**config.mk**
```make
export PLATFORM = sky130hd
export DESIGN_NAME = sumador_serie_nibble
export DESIGN_NICKNAME = d
export VERILOG_FILES = /design/src/rtl/sumador_serie_nibble_pkg.sv /design/src/rtl/sumador_serie_nibble_adder.sv /design/src/rtl/sumador_serie_nibble.sv
export SDC_FILE = /design/constraint.sdc
export NUM_CORES = 1
export LEC_CHECK = 0
export ABC_AREA = 1
export BUFFER_PORTS_ARGS = -buffer_cell sky130_fd_sc_hd__buf_2
export CAP_MARGIN = 0
export CORE_AREA = 2 2 77 79
export CTS_CLUSTER_DIAMETER = 40
export DETAILED_ROUTE_END_ITERATION = 8
export DIE_AREA = 0 0 79 81
export PLACE_DENSITY = 0.77
export RECOVER_POWER = 25
export SKIP_LAST_GASP = 1
export SLEW_MARGIN = 25
export SYNTH_ARGS = -nofsm -noshare
export SYNTH_HDL_FRONTEND = slang
export SYNTH_SLANG_ARGS = --single-unit
```
**constraint.sdc**
```tcl
create_clock -name clk -period 2.7 [get_ports clk]
set_clock_uncertainty 0.05 [all_clocks]
set_input_delay 0.27 -clock clk [delete_from_list [all_inputs] [get_ports clk]]
set_output_delay 0.27 -clock clk [all_outputs]
set_load 0.03 [all_outputs]
```
**src/rtl/sumador_serie_nibble_pkg.sv**
```systemverilog
// Shared constants and types for the nibble-serial adder.
// Holds the nibble width, FSM state encoding and counter sizing helper.
package sumador_serie_nibble_pkg;

    localparam int NIBBLE = 4;

    typedef enum logic [1:0] {
        ST_IDLE = 2'd0,
        ST_CALC = 2'd1,
        ST_DONE = 2'd2
    } state_e;

    function automatic int cnt_width(input int n);
        return (n > 1) ? $clog2(n) : 1;
    endfunction

endpackage

```
**src/rtl/sumador_serie_nibble_adder.sv**
```systemverilog
// 4-bit ripple-carry adder shared by every nibble of a serial operation.
// Purely combinational; the caller registers the carry between nibbles.
module sumador_4bit
    import sumador_serie_nibble_pkg::*;
(
    input  logic [NIBBLE-1:0] a,
    input  logic [NIBBLE-1:0] b,
    input  logic              ci,
    output logic [NIBBLE-1:0] s,
    output logic              co
);

    logic [NIBBLE:0] c;

    always_comb begin
        c    = '0;
        s    = '0;
        c[0] = ci;
        for (int i = 0; i < NIBBLE; i++) begin
            s[i]   = a[i] ^ b[i] ^ c[i];
            c[i+1] = (a[i] & b[i]) | (c[i] & (a[i] ^ b[i]));
        end
    end

    assign co = c[NIBBLE];

endmodule

```
**src/rtl/sumador_serie_nibble.sv**
```systemverilog
// Nibble-serial W-bit adder: one nibble per clock through sumador_4bit.
// Valid/ready on both sides; result registers hold until the next op ends.
module sumador_serie_nibble
    import sumador_serie_nibble_pkg::*;
#(
    parameter  int N_NIBBLES = 4,
    localparam int W         = NIBBLE * N_NIBBLES
) (
    input  logic         clk,
    input  logic         rst_n,
    input  logic         in_valid,
    output logic         in_ready,
    input  logic [W-1:0] A,
    input  logic [W-1:0] B,
    input  logic         Ci,
    output logic         out_valid,
    input  logic         out_ready,
    output logic [W-1:0] Sum,
    output logic         Cout,
    output logic         Ovf
);

    localparam int CW = cnt_width(N_NIBBLES);
    localparam logic [CW-1:0] IDX_LAST = CW'(N_NIBBLES - 1);

    state_e        state_q, state_d;
    logic [W-1:0]  sha_q, sha_d;
    logic [W-1:0]  shb_q, shb_d;
    logic [W-1:0]  acc_q, acc_d;
    logic          carry_q, carry_d;
    logic [CW-1:0] idx_q, idx_d;
    logic          amsb_q, amsb_d;
    logic          bmsb_q, bmsb_d;
    logic [W-1:0]  sum_q, sum_d;
    logic          cout_q, cout_d;
    logic          ovf_q, ovf_d;
    logic          out_valid_q, out_valid_d;
    logic          in_ready_q, in_ready_d;

    logic [NIBBLE-1:0] nib_s;
    logic              nib_co;
    logic [W-1:0]      acc_shift;

    sumador_4bit u_add (
        .a  (sha_q[NIBBLE-1:0]),
        .b  (shb_q[NIBBLE-1:0]),
        .ci (carry_q),
        .s  (nib_s),
        .co (nib_co)
    );

    // New nibble enters from the MSB side so the last one lands on top.
    assign acc_shift = (acc_q >> NIBBLE) | (W'(nib_s) << (W - NIBBLE));

    always_comb begin
        state_d     = state_q;
        sha_d       = sha_q;
        shb_d       = shb_q;
        acc_d       = acc_q;
        carry_d     = carry_q;
        idx_d       = idx_q;
        amsb_d      = amsb_q;
        bmsb_d      = bmsb_q;
        sum_d       = sum_q;
        cout_d      = cout_q;
        ovf_d       = ovf_q;
        out_valid_d = out_valid_q;
        in_ready_d  = in_ready_q;

        unique case (state_q)
            ST_IDLE: begin
                if (in_valid) begin
                    sha_d      = A;
                    shb_d      = B;
                    carry_d    = Ci;
                    amsb_d     = A[W-1];
                    bmsb_d     = B[W-1];
                    acc_d      = '0;
                    idx_d      = '0;
                    in_ready_d = 1'b0;
                    state_d    = ST_CALC;
                end
            end
            ST_CALC: begin
                sha_d   = sha_q >> NIBBLE;
                shb_d   = shb_q >> NIBBLE;
                acc_d   = acc_shift;
                carry_d = nib_co;
                idx_d   = idx_q + CW'(1);
                if (idx_q == IDX_LAST) begin
                    idx_d       = '0;
                    sum_d       = acc_shift;
                    cout_d      = nib_co;
                    ovf_d       = amsb_q ^ bmsb_q ^ acc_shift[W-1] ^ nib_co;
                    out_valid_d = 1'b1;
                    state_d     = ST_DONE;
                end
            end
            ST_DONE: begin
                if (out_ready) begin
                    out_valid_d = 1'b0;
                    in_ready_d  = 1'b1;
                    state_d     = ST_IDLE;
                end
            end
            default: begin
                out_valid_d = 1'b0;
                in_ready_d  = 1'b1;
                state_d     = ST_IDLE;
            end
        endcase
    end

    always_ff @(posedge clk) begin
        if (!rst_n) begin
            state_q     <= ST_IDLE;
            sha_q       <= '0;
            shb_q       <= '0;
            acc_q       <= '0;
            carry_q     <= 1'b0;
            idx_q       <= '0;
            amsb_q      <= 1'b0;
            bmsb_q      <= 1'b0;
            sum_q       <= '0;
            cout_q      <= 1'b0;
            ovf_q       <= 1'b0;
            out_valid_q <= 1'b0;
            in_ready_q  <= 1'b1;
        end else begin
            state_q     <= state_d;
            sha_q       <= sha_d;
            shb_q       <= shb_d;
            acc_q       <= acc_d;
            carry_q     <= carry_d;
            idx_q       <= idx_d;
            amsb_q      <= amsb_d;
            bmsb_q      <= bmsb_d;
            sum_q       <= sum_d;
            cout_q      <= cout_d;
            ovf_q       <= ovf_d;
            out_valid_q <= out_valid_d;
            in_ready_q  <= in_ready_d;
        end
    end

    assign in_ready  = in_ready_q;
    assign out_valid = out_valid_q;
    assign Sum       = sum_q;
    assign Cout      = cout_q;
    assign Ovf       = ovf_q;

endmodule

```
Word level (Yosys, flattened, before mapping)
Index checks and enable logic that the tools add are counted.

Register bits after elaboration: 75. Input port bits: 37. Word-level logic and storage cells: 75.

Add/subtract/negate cells: 1. Eq/ne operators: 6. Mux-type cells: 21. Bitwise logic cells: 26. Reductions and logical operators: 8.

Operators by type and width (count): one-hot mux 16 bit (2 select lines) (3); two-way mux 16 bit (3); bitwise OR 12 x 16 -> 16 bit (1); bitwise XOR 1 bit (11); two-way mux 2 bit (5); AND reduction 3 bit (3); AND 1 bit (8); != test 2 bit (second input constant) (3); one-hot mux 1 bit (3 select lines) (2); one-hot mux 2 bit (3 select lines) (1); AND reduction 2 bit (3); two-way mux 1 bit (5); == test 2 bit (second input constant) (2); bitwise OR 1 bit (4); one-hot mux 2 bit (2 select lines) (1); adder 2 x 1 -> 2 bit (second input constant) (1); == test 2 x 1 -> 1 bit (second input constant) (1); zero test 2 bit (1); NOT 1 bit (2); one-hot mux 1 bit (2 select lines) (1); nonzero test 2 bit (1).

Depth between registers and ports, before layout
Gate-level depths: netlist of the first run.

Depth in word-level cells: 11. Mapped depth: 13. Gate-level depth less buffers: 13.

Hierarchy
A second synthesis of the first run with hierarchy kept.

Cell total of the unflattened synthesis: 424. Area total of the unflattened synthesis: 3015.4 sq um.

By module, submodules not included: sumador_serie_nibble (times used 1, cells an instance 410, area an instance 2897.8 sq um); sumador_4bit (times used 1, cells an instance 14, area an instance 117.6 sq um).

Worst setup path after synthesis of the first run
Ideal clock, no wire load.

Kind: register to register. Start point: register sha_q[0]. End point: register ovf_q, in the netlist Ovf. Library setup time: 0.109 ns. Data arrival time: 2.229 ns. Slack: 0.312 ns. Stages on the path, launching flop included: 14. Path buffers: 0. Clock period less this slack: 2.388 ns. Cells stage by stage: dfxtp_1 -> fa_1 -> inv_1 -> fa_1 -> inv_1 -> fa_1 -> fa_1 -> inv_1 -> nand2_1 -> nand2_1 -> nand2_1 -> nand3_1 -> nand2_1 -> inv_1.

Longest elaborated chain between the ends: 11. Elaborated cells on any way between the ends: 14.

RTL lines: start, declared (line sumador_serie_nibble.sv:27) `logic [W-1:0] sha_q, sha_d;`; start signal, assigned (line sumador_serie_nibble.sv:117) `sha_q <= '0;`; start signal, assigned (line sumador_serie_nibble.sv:131) `sha_q <= sha_d;`; bitwise XOR 1 bit (line sumador_serie_nibble_adder.sv:21) `c[i+1] = (a[i] & b[i]) | (c[i] & (a[i] ^ b[i]));`; AND 1 bit (line sumador_serie_nibble_adder.sv:21); bitwise OR 1 bit * (line sumador_serie_nibble_adder.sv:21); AND 1 bit * (line sumador_serie_nibble_adder.sv:21); bitwise OR 1 bit * (line sumador_serie_nibble_adder.sv:21); AND 1 bit * (line sumador_serie_nibble_adder.sv:21); bitwise OR 1 bit * (line sumador_serie_nibble_adder.sv:21); bitwise XOR 1 bit * (line sumador_serie_nibble_adder.sv:20) `s[i] = a[i] ^ b[i] ^ c[i];`; bitwise OR 12 x 16 -> 16 bit * (line sumador_serie_nibble.sv:53) `assign acc_shift = (acc_q >> NIBBLE) | (W'(nib_s) << (W - NIBBLE));`; net acc_shift[15] (line sumador_serie_nibble.sv:42) `logic [W-1:0] acc_shift;`; bitwise XOR 1 bit * (2 in series) (line sumador_serie_nibble.sv:94) `ovf_d = amsb_q ^ bmsb_q ^ acc_shift[W-1] ^ nib_co;`; end signal, assigned (line sumador_serie_nibble.sv:140) `ovf_q <= ovf_d;`; end, declared (line sumador_serie_nibble.sv:36) `logic ovf_q, ovf_d;`.

Mark *: on every way through the listed nets, which the timed path passes. The rest lies on a longest branch. A chain may end at the register's enable or synchronous reset.

Worst setup path after layout of the first run
Same ends and word-level chain as after synthesis.

==> impl_metrics.yaml, run 1 <==
run_status:
  outcome: "completed"
synth:
  yosys-top-cells-area: "dfxtp_1, nand2_1, a21oi_1, nor2_1, o21ai_0"
  yosysWarnings: 0
  synth_fp_nets: 459
  syn_area_per_cell_um2: 7.08
  synth.distinct_cells: 22
  synth_largest_area_cell: "dfxtp_1"
  synth_cells: 417
  synth-seq-cells: 71
  synth_area_um2: 2950
  yosysSeqAreaShare_pct: 48.2
  yosys.area.top_type_share_pct: 48.2
place:
  hpwlAfterDp_mm: 4.10
  post_dp_cell_area_um2: 3240
  gp_congestion: 0.826
  io_buffer_count: 56
  dpl_worst_slack_ps: 193
cells_and_area:
  drive_gt1_share_pct: 13.0
  nets: 508
  utilization_pct: 60.6
  n_antenna_cell: 0
  fillCellCount: 557
  area_growth_pct: 16.5
  final_area_um2: 3440
drt:
  drtIter0Drc: 131
  wl_per_cell_um: 11.5
  via_count: 2672
  route.detailed.drc: 0
  via_per_inst: 4.89
  wl_mm: 6.28
  antenna_left: 0
  drtPass1Iterations: 4
timing:
  tns_ps: 0
  hold_violations: 0
  rsz0062_at_grt: "no"
  finalSetupViolCount: 0
  min_period_ps: 2510
  max-slew-margin-rel_pct: 50.1
  period_share_pct: 93.1
  worst_pin_slew_ps: 749
  setup_ws_ps: 186
  fmax_mhz: 398
  slew_violations: 0
global_routing:
  grtUsageMet1_pct: 25.8
  antenna_found_initial: 0
  grt_max_degree: 38
  track_usage_pct: 20.4
  grt_pass1_vias: 2398
  overflow: 0
  grt_use_met3_pct: 3.33
  met2_usage_pct: 34.4
  grt_pass1_wl_mm: 10.4
  top_usage_layer: "met2"
power:
  p_int_mw: 1.77
  p_sw_mw: 0.574
  power_frac_comb_pct: 11.6
  peakVddDrop_mv: 0.346
  p_per_area_nw_per_um2: 682
  power_switching_share_pct: 24.5
  seqPwrFrac_pct: 48.4
  leakagePower_nw: 1.49
  clkPwrFrac_pct: 40.0
floorplanning:
  io_pins: 57
  die_h_um: 81
  dieArea_um2: 6400
  initial_core_util_pct: 52.0
  die_w_um: 79
  core_um2: 5680
  rows: 28
clock_network:
  path_clk_slew_ps: 70
  clock_sinks: 71
  ctsHtreeMaxLevel: 3
  holdBufCountCts: 0
  postCtsSetupBuffers: 0
  clockRootBuffer: "clkbuf_8"
  clock_path_buffers: 2
  cts_resized: 0
  cts_buffers: 9
  cts_tree: "built"
  clk-insertion-delay-late_ps: 340
job:
  maxCapViolations: 0
worst_setup_path:
  critPathMaxFanout: 5
  path_class: "flip-flop to flip-flop"
  end_kind: "flip-flop"
  critPathArrivalTime_ps: 2710
  start_kind: "flip-flop"
  worstPathRequired_ps: 2890
hold_path:
  hold_class: "input port to flip-flop"
==> placed cells by master, fill, tap and decap left out, types with 2 or more instances in the layout <==
cell type / netlist / layout
nand2_1: 166 / 166
dfxtp_1: 71 / 71
nor2_1: 54 / 54
a21oi_1: 44 / 44
buf_2: 6 / 36
o21ai_0: 23 / 23
clkbuf_1: 9 / 22
inv_1: 12 / 13
clkbuf_8: 0 / 11
o21ai_1: 6 / 5
fa_1: 4 / 4
buf_4: 6 / 4
clkinv_2: 1 / 2
clkinv_1: 2 / 2
inv_2: 3 / 2
nand3_1: 2 / 2
bufinv_16: 0 / 2
==> Yosys cell counts (all sizes together) <==
cell	number
clkinv	3
fa	4
inv	15
a21oi	44
nor2	55
o211ai	1
o21ai	29
nand2	167
ha	1
nand3	2
dfxtp	71
a21boi	1
clkbuf	9
buf	14
o21a	1
==> worst max-delay path: stages (launching register included) <==
cell     delay (ps)
dfxtp_1         340
fa_1            410
inv_1            70
fa_1            150
inv_1            50
fa_1            370
fa_1            570
inv_1            70
nand2_1          70
nand2_1          50
nand2_1          60
nand3_1          60
nand2_1          60
inv_1            40
==> flip-flops by register name, indices dropped and copies added (netlist names) <==
| signal | cells |
|---|---|
| Sum | 16 |
| sha_q | 16 |
| shb_q | 16 |
| acc_q | 12 |
| idx_q | 2 |
| state_q | 2 |
| Cout | 1 |
| Ovf | 1 |
| amsb_q | 1 |
| bmsb_q | 1 |
| carry_q | 1 |
| in_ready | 1 |
| out_valid | 1 |
==> metrics by stage <==
step | cells | hold WS [ps] | total power, mW
floorplan | 417 | 365 | 1.35
global placement | 530 | 397 | 1.42
detailed placement | 530 | 402 | 1.43
CTS | 546 | 120 | 2.36
global route | 546 | 132 | 2.45
finish | 546 | 124 | 2.35
==> layout make-up <==
class                      count  area, um2  share of cell area (%)
clock buffer                  13        159                    4.62
clock inverter                 3       65.1                    1.89
inverter                      18       68.8                    2.00
multi-input combinational    305       1340                    39.0
sequential                    71       1420                    41.3
tap                           75       93.8                    2.73
timing repair buffer          61        290                    8.44
==> layer usage <==
metal	vias to the layer above	part of all wire (%)	wire [um]
met5	-	0	0
met4	0	1.7	108
met1	1199	49	3100
li1	1400	-	-
met3	11	4.3	269
met2	62	45	2810
==> cells by family (layout without fill, tap and decap cells) <==
group                    count (synthesis)  after routing  share of synthesized area [%]
flip-flops                              71             71                           48.2
AND/OR/NAND/NOR                        224            224                           28.8
adder cells (fa/ha/maj)                  5              5                           3.14
buffers and inverters                   41             95                           6.79
AO/OA/AOI/OAI                           76             76                           13.1
==> power by group through the flow <==
stage / clock network [mW] / registers [mW] / logic, mW
after floorplan: 0 / 1.15 / 0.202
after global placement: 0 / 1.16 / 0.267
after detailed placement: 0 / 1.16 / 0.271
after CTS: 0.949 / 1.13 / 0.274
after global routing: 0.993 / 1.14 / 0.313
final: 0.939 / 1.13 / 0.272
==> path summary, 6_finish.rpt <==
path / from / to / slack, ps / depth (start not counted)
setup reg to reg: sha_q[0] / Ovf / 190 / 13
hold reg to reg: acc_q[6] / acc_q[6] / 410 / 2
setup / recovery: sha_q[0] / Ovf / 190 / 13
hold / removal: A[13] / sha_q[13] / 120 / 3
Note: power is estimated with default switching activity, not from simulation.
==> run 2, diff against run 1 <==
--- a/config.mk
+++ b/config.mk
@@ -8,11 +8,13 @@
 export ABC_AREA = 1
 export BUFFER_PORTS_ARGS = -buffer_cell sky130_fd_sc_hd__buf_2
 export CAP_MARGIN = 0
-export CORE_AREA = 2 2 77 79
+export CORE_AREA = 2 2 74 83
 export CTS_CLUSTER_DIAMETER = 40
 export DETAILED_ROUTE_END_ITERATION = 8
-export DIE_AREA = 0 0 79 81
-export PLACE_DENSITY = 0.77
+export DIE_AREA = 0 0 76 85
+export GPL_TIMING_DRIVEN = 1
+export MAX_ROUTING_LAYER = met4
+export PLACE_DENSITY = 0.76
 export RECOVER_POWER = 25
 export SKIP_LAST_GASP = 1
 export SLEW_MARGIN = 25
==> impl_metrics.yaml, run 2 (synthesis results as in run 1) <==
run_status:
  outcome: "completed"
global_routing:
  grt_pass1_vias: 2412
  antenna_found_initial: 0
  grt_max_degree: 38
  grt_pass1_wl_mm: 10.7
  overflow: 0
  track_usage_pct: 20.9
drt:
  via_count: 2676
  drtIter0Drc: 129
  antenna_left: 0
  via_per_inst: 4.88
  wl_per_cell_um: 11.4
  wl_mm: 6.25
  drtPass1Iterations: 4
  route.detailed.drc: 0
place:
  io_buffer_count: 56
  hpwlAfterDp_mm: 4.20
  gp_congestion: 0.748
  post_dp_cell_area_um2: 3240
  place_inst: 532
clock_network:
  clock_path_buffers: 2
  ctsHtreeMaxLevel: 3
  path_clk_slew_ps: 70
  holdBufCountCts: 0
  clock_sinks: 71
  clk-insertion-delay-late_ps: 340
  cts_tree: "built"
  postCtsSetupBuffers: 0
  clockRootBuffer: "clkbuf_8"
  cts_resized: 0
  cts_buffers: 9
timing:
  fmax_mhz: 396
  min_period_ps: 2530
  hold_violations: 0
  tns_ps: 0
  finalSetupViolCount: 0
  max-slew-margin-rel_pct: 59.4
  slew_violations: 0
  worst_pin_slew_ps: 607
  period_share_pct: 93.6
  rsz0062_at_grt: "no"
cells_and_area:
  drive_gt1_share_pct: 13.2
  nets: 508
  final_area_um2: 3410
  instances_no_fill: 548
  area_growth_pct: 15.7
  fillCellCount: 551
  n_antenna_cell: 0
  mostFrequentLayoutCells: "nand2_1, dfxtp_1, nor2_1, a21oi_1, buf_2"
  layout_commonest_cell: "nand2_1"
worst_setup_path:
  critPathMaxFanout: 5
  slowest_delay_ps: 590
  cp_top_family: "adder cells"
  r2r_slack_ps: 170
  end_kind: "flip-flop"
  crit_chain: "fa_1 -> inv_1 -> fa_1 -> inv_1 -> fa_1 -> fa_1 -> inv_1 -> nand2_1 -> nand2_1 -> nand2_1 -> nand3_1 -> nand2_1 -> inv_1"
  crit_buf_inv: 4
  crit_slowest_cell: "fa_1"
  critPathArrivalTime_ps: 2720
  worstPathRequired_ps: 2890
  path_class: "flip-flop to flip-flop"
  start_kind: "flip-flop"
power:
  peakVddDrop_mv: 0.456
  finalPower_mw: 2.24
  leakagePower_nw: 1.48
  p_per_area_nw_per_um2: 655
job:
  maxCapViolations: 0
floorplanning:
  die_h_um: 85
  initial_core_util_pct: 52.5
  dieArea_um2: 6460
  io_pins: 57
  core_um2: 5620
  rows: 29
  die_w_um: 76
hold_path:
  hold_class: "input port to flip-flop"
run 2: per-stage QoR:
stage	utilization (%)	hold slack [ps]	worst slack, ps
final	60.7	124	172
after global routing	60.7	135	17.4
after CTS	61.2	115	177
after detailed placement	57.7	403	181
after global placement	57.7	399	242
after floorplan	-	365	312
run 2: final cells by class:
cell class	instances	area (um2)	area share [%]
Timing Repair Buffer	61	293	8.57
Multi-Input combinational cell	305	1340	39.2
Tap cell	77	96.3	2.82
Sequential cell	71	1420	41.6
Inverter	18	68.8	2.02
Clock buffer	10	138	4.03
Clock inverter	6	60.1	1.76
run 2: path summary, 6_finish.rpt:
path	start	end	depth (start not counted)
worst max-delay path	sha_q[0]	Ovf	13
worst min register to register	Sum[6]	Sum[6]	2
worst max register to register	sha_q[0]	Ovf	13
worst min-delay path	B[12]	shb_q[12]	3
run 2: metal layers:
metal / GRT usage [%] / share of wire, % / vias up
met5: - / 0 / -
met4: 9.42 / 2.0 / 0
met3: 3.30 / 5.2 / 11
met2: 34.8 / 47 / 76
met1: 25.2 / 46 / 1190
li1: - / - / 1399
run 2: worst min-delay path, stage by stage:
cell	delay, ps
buf_2	90
nand2_1	50
a21oi_1	50
run 2: power breakdown:
group	leakage, nW	switching [mW]	internal, mW
Sequential	0.581	0.0334	1.10
Combinational	0.798	0.171	0.0985
Clock	0.0981	0.385	0.446
